**src/rtl/wpm_bcd_encoder.sv**
```systemverilog
// rtl/wpm_bcd_encoder.sv - Binary WPM x100 to packed BCD (3 integer + 2 decimal digits)
// Sequential double dabble, one operand bit per clock, start/done handshake.
module wpm_bcd_encoder #(
  parameter int IN_W    = 17,
  parameter int SAT_VAL = 99999
) (
  input  logic            clk,
  input  logic            rst,
  input  logic            start,
  input  logic [IN_W-1:0] wpm_x100,
  output logic            busy,
  output logic            done,
  output logic            overflow,
  output logic [11:0]     wpm_integer,
  output logic [7:0]      wpm_decimal
);

  localparam int CNT_W = $clog2(IN_W + 1);
  localparam logic [IN_W-1:0]  SAT      = IN_W'(SAT_VAL);
  localparam logic [CNT_W-1:0] CNT_LAST = CNT_W'(IN_W - 1);

  typedef enum logic [1:0] {
    IDLE   = 2'd0,
    SHIFT  = 2'd1,
    FINISH = 2'd2
  } state_t;

  state_t           state, state_next;
  logic [IN_W-1:0]  operand;
  logic [19:0]      bcd;
  logic [19:0]      bcd_adj;
  logic [19+IN_W:0] shifted;
  logic [CNT_W-1:0] cnt;
  logic             ovf_latch;

  // Add-3 correction on every nibble before the shift keeps each digit in 0..9.
  always_comb begin
    bcd_adj = bcd;
    for (int i = 0; i < 5; i++) begin
      if (bcd[4*i +: 4] >= 4'd5)
        bcd_adj[4*i +: 4] = bcd[4*i +: 4] + 4'd3;
    end
  end

  assign shifted = {bcd_adj, operand} << 1;

  always_comb begin
    state_next = state;
    case (state)
      IDLE:    if (start) state_next = SHIFT;
      SHIFT:   if (cnt == CNT_LAST) state_next = FINISH;
      FINISH:  state_next = IDLE;
      default: state_next = IDLE;
    endcase
  end

  always_ff @(posedge clk) begin
    if (rst) begin
      state       <= IDLE;
      operand     <= '0;
      bcd         <= '0;
      cnt         <= '0;
      ovf_latch   <= 1'b0;
      done        <= 1'b0;
      overflow    <= 1'b0;
      wpm_integer <= 12'h000;
      wpm_decimal <= 8'h00;
    end else begin
      state <= state_next;
      done  <= (state == FINISH);
      case (state)
        IDLE: begin
          if (start) begin
            operand   <= (wpm_x100 > SAT) ? SAT : wpm_x100;
            ovf_latch <= (wpm_x100 > SAT);
            bcd       <= '0;
            cnt       <= '0;
          end
        end
        SHIFT: begin
          bcd     <= shifted[19+IN_W:IN_W];
          operand <= shifted[IN_W-1:0];
          cnt     <= cnt + 1'b1;
        end
        FINISH: begin
          wpm_integer <= bcd[19:8];
          wpm_decimal <= bcd[7:0];
          overflow    <= ovf_latch;
        end
        default: ;
      endcase
    end
  end

  // The first SHIFT cycle is still the acceptance cycle; busy covers the IN_W cycles before done.
  assign busy = ((state == SHIFT) && (cnt != '0)) || (state == FINISH);

endmodule

```
**config.mk**
```make
export PLATFORM = sky130hd
export DESIGN_NAME = wpm_bcd_encoder
export DESIGN_NICKNAME = d
export VERILOG_FILES = /design/src/rtl/wpm_bcd_encoder.sv
export SDC_FILE = /design/constraint.sdc
export NUM_CORES = 1
export LEC_CHECK = 0
export ABC_AREA = 1
export CAP_MARGIN = 15
export CORE_MARGIN = 2
export CORE_UTILIZATION = 59
export DETAILED_ROUTE_END_ITERATION = 8
export PLACE_DENSITY = 0.85
export RECOVER_POWER = 50
export SLEW_MARGIN = 20
export SYNTH_ARGS = -nofsm -noshare
export SYNTH_HDL_FRONTEND = slang
export SYNTH_SLANG_ARGS = --single-unit
```
**constraint.sdc**
```tcl
create_clock -name clk -period 2.12 [get_ports clk]
set_input_delay 0.53 -clock clk [delete_from_list [all_inputs] [get_ports clk]]
set_output_delay 0.53 -clock clk [all_outputs]
set_load 0.05 [all_outputs]
```
Word level (Yosys, flattened, before mapping)
Index checks and enable logic that the tools add are counted.
{ "totals": {"reg_bits": 67, "in_bits": 20, "output_inout_bits": 23, "wordCells": 49} }
{ "classes": {"addsub": 6, "n_lt_le_gt_ge": 6, "eq_ne": 5, "muxes": 15, "n_reduce_logical": 8} }
{ "op_table": {"columns": ["op", "count"], "rows": [
  ["20-bit case mux with 2 select lines", 1],
  ["17-bit two-way mux", 2],
  ["17-bit case mux with 2 select lines", 1],
  ["4-bit by 3-bit >= comparator with 1-bit output, second input constant", 5],
  ["20-bit two-way mux", 1],
  ["17-bit greater-than comparator, second input constant", 1],
  ["4-bit by 2-bit adder with 4-bit output, second input constant", 4],
  ["4-bit two-way mux", 4],
  ["5-bit case mux with 2 select lines", 1],
  ["2-bit AND reduction", 3],
  ["5-bit by 1-bit adder with 5-bit output, second input constant", 1],
  ["5-bit equality test, second input constant", 1],
  ["5-bit two-way mux", 1],
  ["5-bit nonzero test", 1],
  ["2-bit two-way mux", 2],
  ["2-bit inequality test, second input constant", 2],
  ["2-bit case mux with 2 select lines", 1],
  ["3-bit by 2-bit adder with 3-bit output, second input constant", 1],
  ["3-bit two-way mux", 1],
  ["2-bit by 1-bit equality test with 1-bit output, second input constant", 1],
  ["2-bit equality test, second input constant", 1],
  ["2-bit zero test", 1],
  ["2-bit nonzero test", 1],
  ["1-bit logical AND", 1],
  ["1-bit logical OR", 1]
]} }

Longest topological paths before layout
{ "logic_depth": {"word_depth": 4, "depth_mapped": 10, "ltp_nobuf": 9} }

Least setup slack after synthesis
OpenSTA, ideal clock, no wires.
{ "synth_path": {"path_type": "reg-to-output", "startpoint": "register state[0]", "endpoint": "output busy", "arrival_ns": 1.248, "t_required_ns": 1.590, "setup_slack_ns": 0.342, "path_stages_with_launch": 6, "n_path_buf": 1, "path_cell_list": "dfxtp_1 inv_2 nor2_4 clkbuf_1 o21ai_0 nand2_1"} }
{ "synth_between": {"elab_chain_cells": 3, "elab_cells_between_ends": 4, "classes_between": "2 x eq/ne; 2 x reduce/logical"} }
{ "synth_rtl": {"columns": ["item", "line", "source"], "rows": [
  ["start, declared", "28", "state_t state, state_next;"],
  ["start signal, assigned", "69", "state <= state_next;"],
  ["2-bit by 1-bit equality test with 1-bit output", "96", "assign busy = ((state == SHIFT) && (cnt != '0)) || (state == FINISH);"],
  ["1-bit logical AND", "96", null],
  ["1-bit logical OR (*)", "96", null],
  ["end, declared", "11", "output logic busy,"]
]} }
Mark *: on every way between the ends. The rest lies on a longest branch, timed or not.

Worst setup path after layout
{ "layout_path": {"startpoint": "register wpm_integer[11]", "endpoint": "output wpm_integer[11]"} }
{ "layout_rtl": {"columns": ["item", "line", "source"], "rows": [
  ["start, declared", "14", "output logic [11:0] wpm_integer,"],
  ["start signal, assigned", "86", "wpm_integer <= bcd[19:8];"]
]} }
No word-level cell between the ends.

==> impl_results.md <==
* Status: finished clean
* CTS tree: built
* Final-layout fill cell count at 443
* Total track usage at 24.3%
* Routed WL at 6830 µm
* Final Critical Period at 2.03 ns
* Most used routing layer: met2
* Clk buf depth at 2
* Slew HR at 51.2%
* Final Worst Setup Slack at 0.0850 ns
* Buf+Inv Stages, Crit Path at 1
* CP top delay family: buffers and inverters
* GRT Residual Overflow at 0
* CP Max Fanout at 2
* Worst Hold Class: flop to flop
* Clk_skew at 0.00597 ns
* Clk_lat worst skew at 0.33 ns
* Yosys reg bits at 67
* M1 GR Usage at 28.1%
* CTS Buf Count at 9
* Period utilization at 96.0%
* CP required at 1.59 ns
* Setup crit end kind: primary output
* Port bufs at 42
* Die Width at 77.3 µm
* Initial antenna violation count at 0
* Post-Route Setup TNS at 0 ns
* CP Launch Type: flop
* Post-synth EDFFs at 0
* DRC at 0
* Cts hold-fix bufs at 0
* Critical Path, Cell by Cell: clkdlybuf4s50_1
* Layout cells sized above 1 at 5.93%
* Synth Warn # at 0
* Crit path max-delay cell type: clkdlybuf4s50_1
* CTS H-tree depth at 3
* Syn_nets at 478
* Avg Inst Size Synth at 7.11 µm²
* Final Hold Vio Count at 0
* Reg clk slew, reported paths at 0.07 ns
* Post-route antenna net violation count at 0
* Post-Syn Area at 0.00317 mm²
* Vias per inst at 5.31
* Met3 Track Usage GR at 4.30%
* Routed vias at 2,971
* DR iter-0 viols at 182
* Pwr per Cell Area at 651 mW/mm²
* Routed len/inst at 12.2 µm
* Detailed Routing Iterations Pass 1 at 4
* Placer Congestion at 0.833
* Worst-Margin Slew at 0.732 ns
* Initial Util at 61.7%
* Ports at 43
* Die area at 0.00598 mm²
* Most frequent cells in the layout: 77 x nand2_1, 67 x a21oi_1, 67 x dfxtp_1
* Dpl ws at 0.209 ns
* Sequential area share after synthesis at 42.3%
* CTS sink count at 67
* # diodes at 0
* Post-Syn Instances at 446
* Worst Path Arrival at 1.50 ns
* RSZ-0062 raised after global routing: no
* Crit-path max cell delay at 0.81 ns
* Setup-failing EPs final at 0
* Max Cap Violations at 0
* Async SR Flop Fraction at 0%
* First-pass GRT wire length at 11,900 µm
* Num rows at 26
* Fin. max-slew vios at 0
* Area of the core at 0.00514 mm²
* Vias in the first global route at 2,841
* Pin count of the biggest net entering global routing at 42
* Crit Path Class: flop to primary output
* Most common cell after layout, fill and taps aside: nand2_1
* Setup Fix Bufs, Post-CTS at 0
* Hpwl dp at 4590 µm
* Die H at 77.3 µm
* Resize count post-CTS at 0
* Number of distinct library cells after synthesis at 23
* Main synth FF type: dfxtp_1
* Max Freq at 0.491 GHz
* Met2 usage at 42.4%
* P_leak at 1.60 nW
* Syn-to-layout area delta at 20.4%
* Worst VDD drop at 0.371 mV
* CTS root buf: clkbuf_8
* Nets@finish at 517
## path summary, 6_finish.rpt
path	end	slack (ns)	depth (start not counted)	from
worst min-delay path	operand[15]$_SDFFE_PP0P_	0.45	2	operand[15]$_SDFFE_PP0P_
worst max register to register	bcd[16]$_SDFFE_PP0P_	0.30	10	state[0]$_SDFFE_PP0P_
worst min register to register	operand[15]$_SDFFE_PP0P_	0.45	2	operand[15]$_SDFFE_PP0P_
worst max-delay path	wpm_integer[11]	0.09	1	wpm_integer[11]$_SDFFE_PP0P_
## stage by stage
stage	std cells	hold slack [ns]	area, µm²	utilization [%]	total power [mW]
2_1_floorplan	446	0.427	3170	-	1.53
3_3_place_gp	544	0.436	3660	71.3	1.61
3_5_place_dp	544	0.439	3660	71.3	1.62
4_1_cts	559	0.448	3820	74.4	2.49
5_1_grt	559	0.469	3820	74.3	2.58
6_report	559	0.446	3820	74.3	2.49
## logic make-up (layout without fill, tap and decap cells)
family	after synthesis	count (layout)	share of synthesized area [%]
fa+ha+maj	12	12	4.73
flops	67	67	42.3
buf+inv	87	130	10.9
compound gates	122	122	20.0
xor+xnor	4	4	1.10
simple gates	154	154	21.0
## cell usage after synthesis (all sizes together) (8+ instances only)
library cell	count	area share, %
a21oi	67	11
clkbuf	11	1.3
nand3	21	3.3
nor3	8	1.3
buf	11	1.9
o21ai	46	7.3
nor2	32	4.0
nand2	78	9.5
inv	65	7.7
nand4	14	2.8
ha	12	4.7
dfxtp	67	42
## routing by layer
metal | vias to the layer above | share of wire, % | wire (µm)
met5 | - | 0 | 0
met4 | 0 | 2.3 | 155
met3 | 16 | 4.5 | 308
met2 | 81 | 50 | 3400
met1 | 1346 | 43 | 2960
li1 | 1528 | - | -
## flip-flops by register name (all words and copies together) (netlist names)
name	flops
ovf_latch	1
wpm_integer	12
state	2
bcd	20
wpm_decimal	8
overflow	1
cnt	5
done	1
operand	17
## where the power goes
part | leakage, nW | switching [mW] | total (mW) | internal, mW
clock | 0.0860 | 0.446 | 0.891 | 0.445
sequential | 0.544 | 0.0188 | 1.32 | 1.30
combinational | 0.966 | 0.170 | 0.279 | 0.109
## final cells by class
type                    instances  area, µm²  share of cell area, %
clock buffers                  12        145                   3.80
well taps                      70       87.6                   2.29
repair buffers                 50        498                   13.0
inverters                      65        244                   6.39
multi-input cells             292       1490                   39.0
flip-flops and latches         67       1340                   35.1
clock inverters                 3       15.0                  0.393
(Power assumes the default switching activity.)
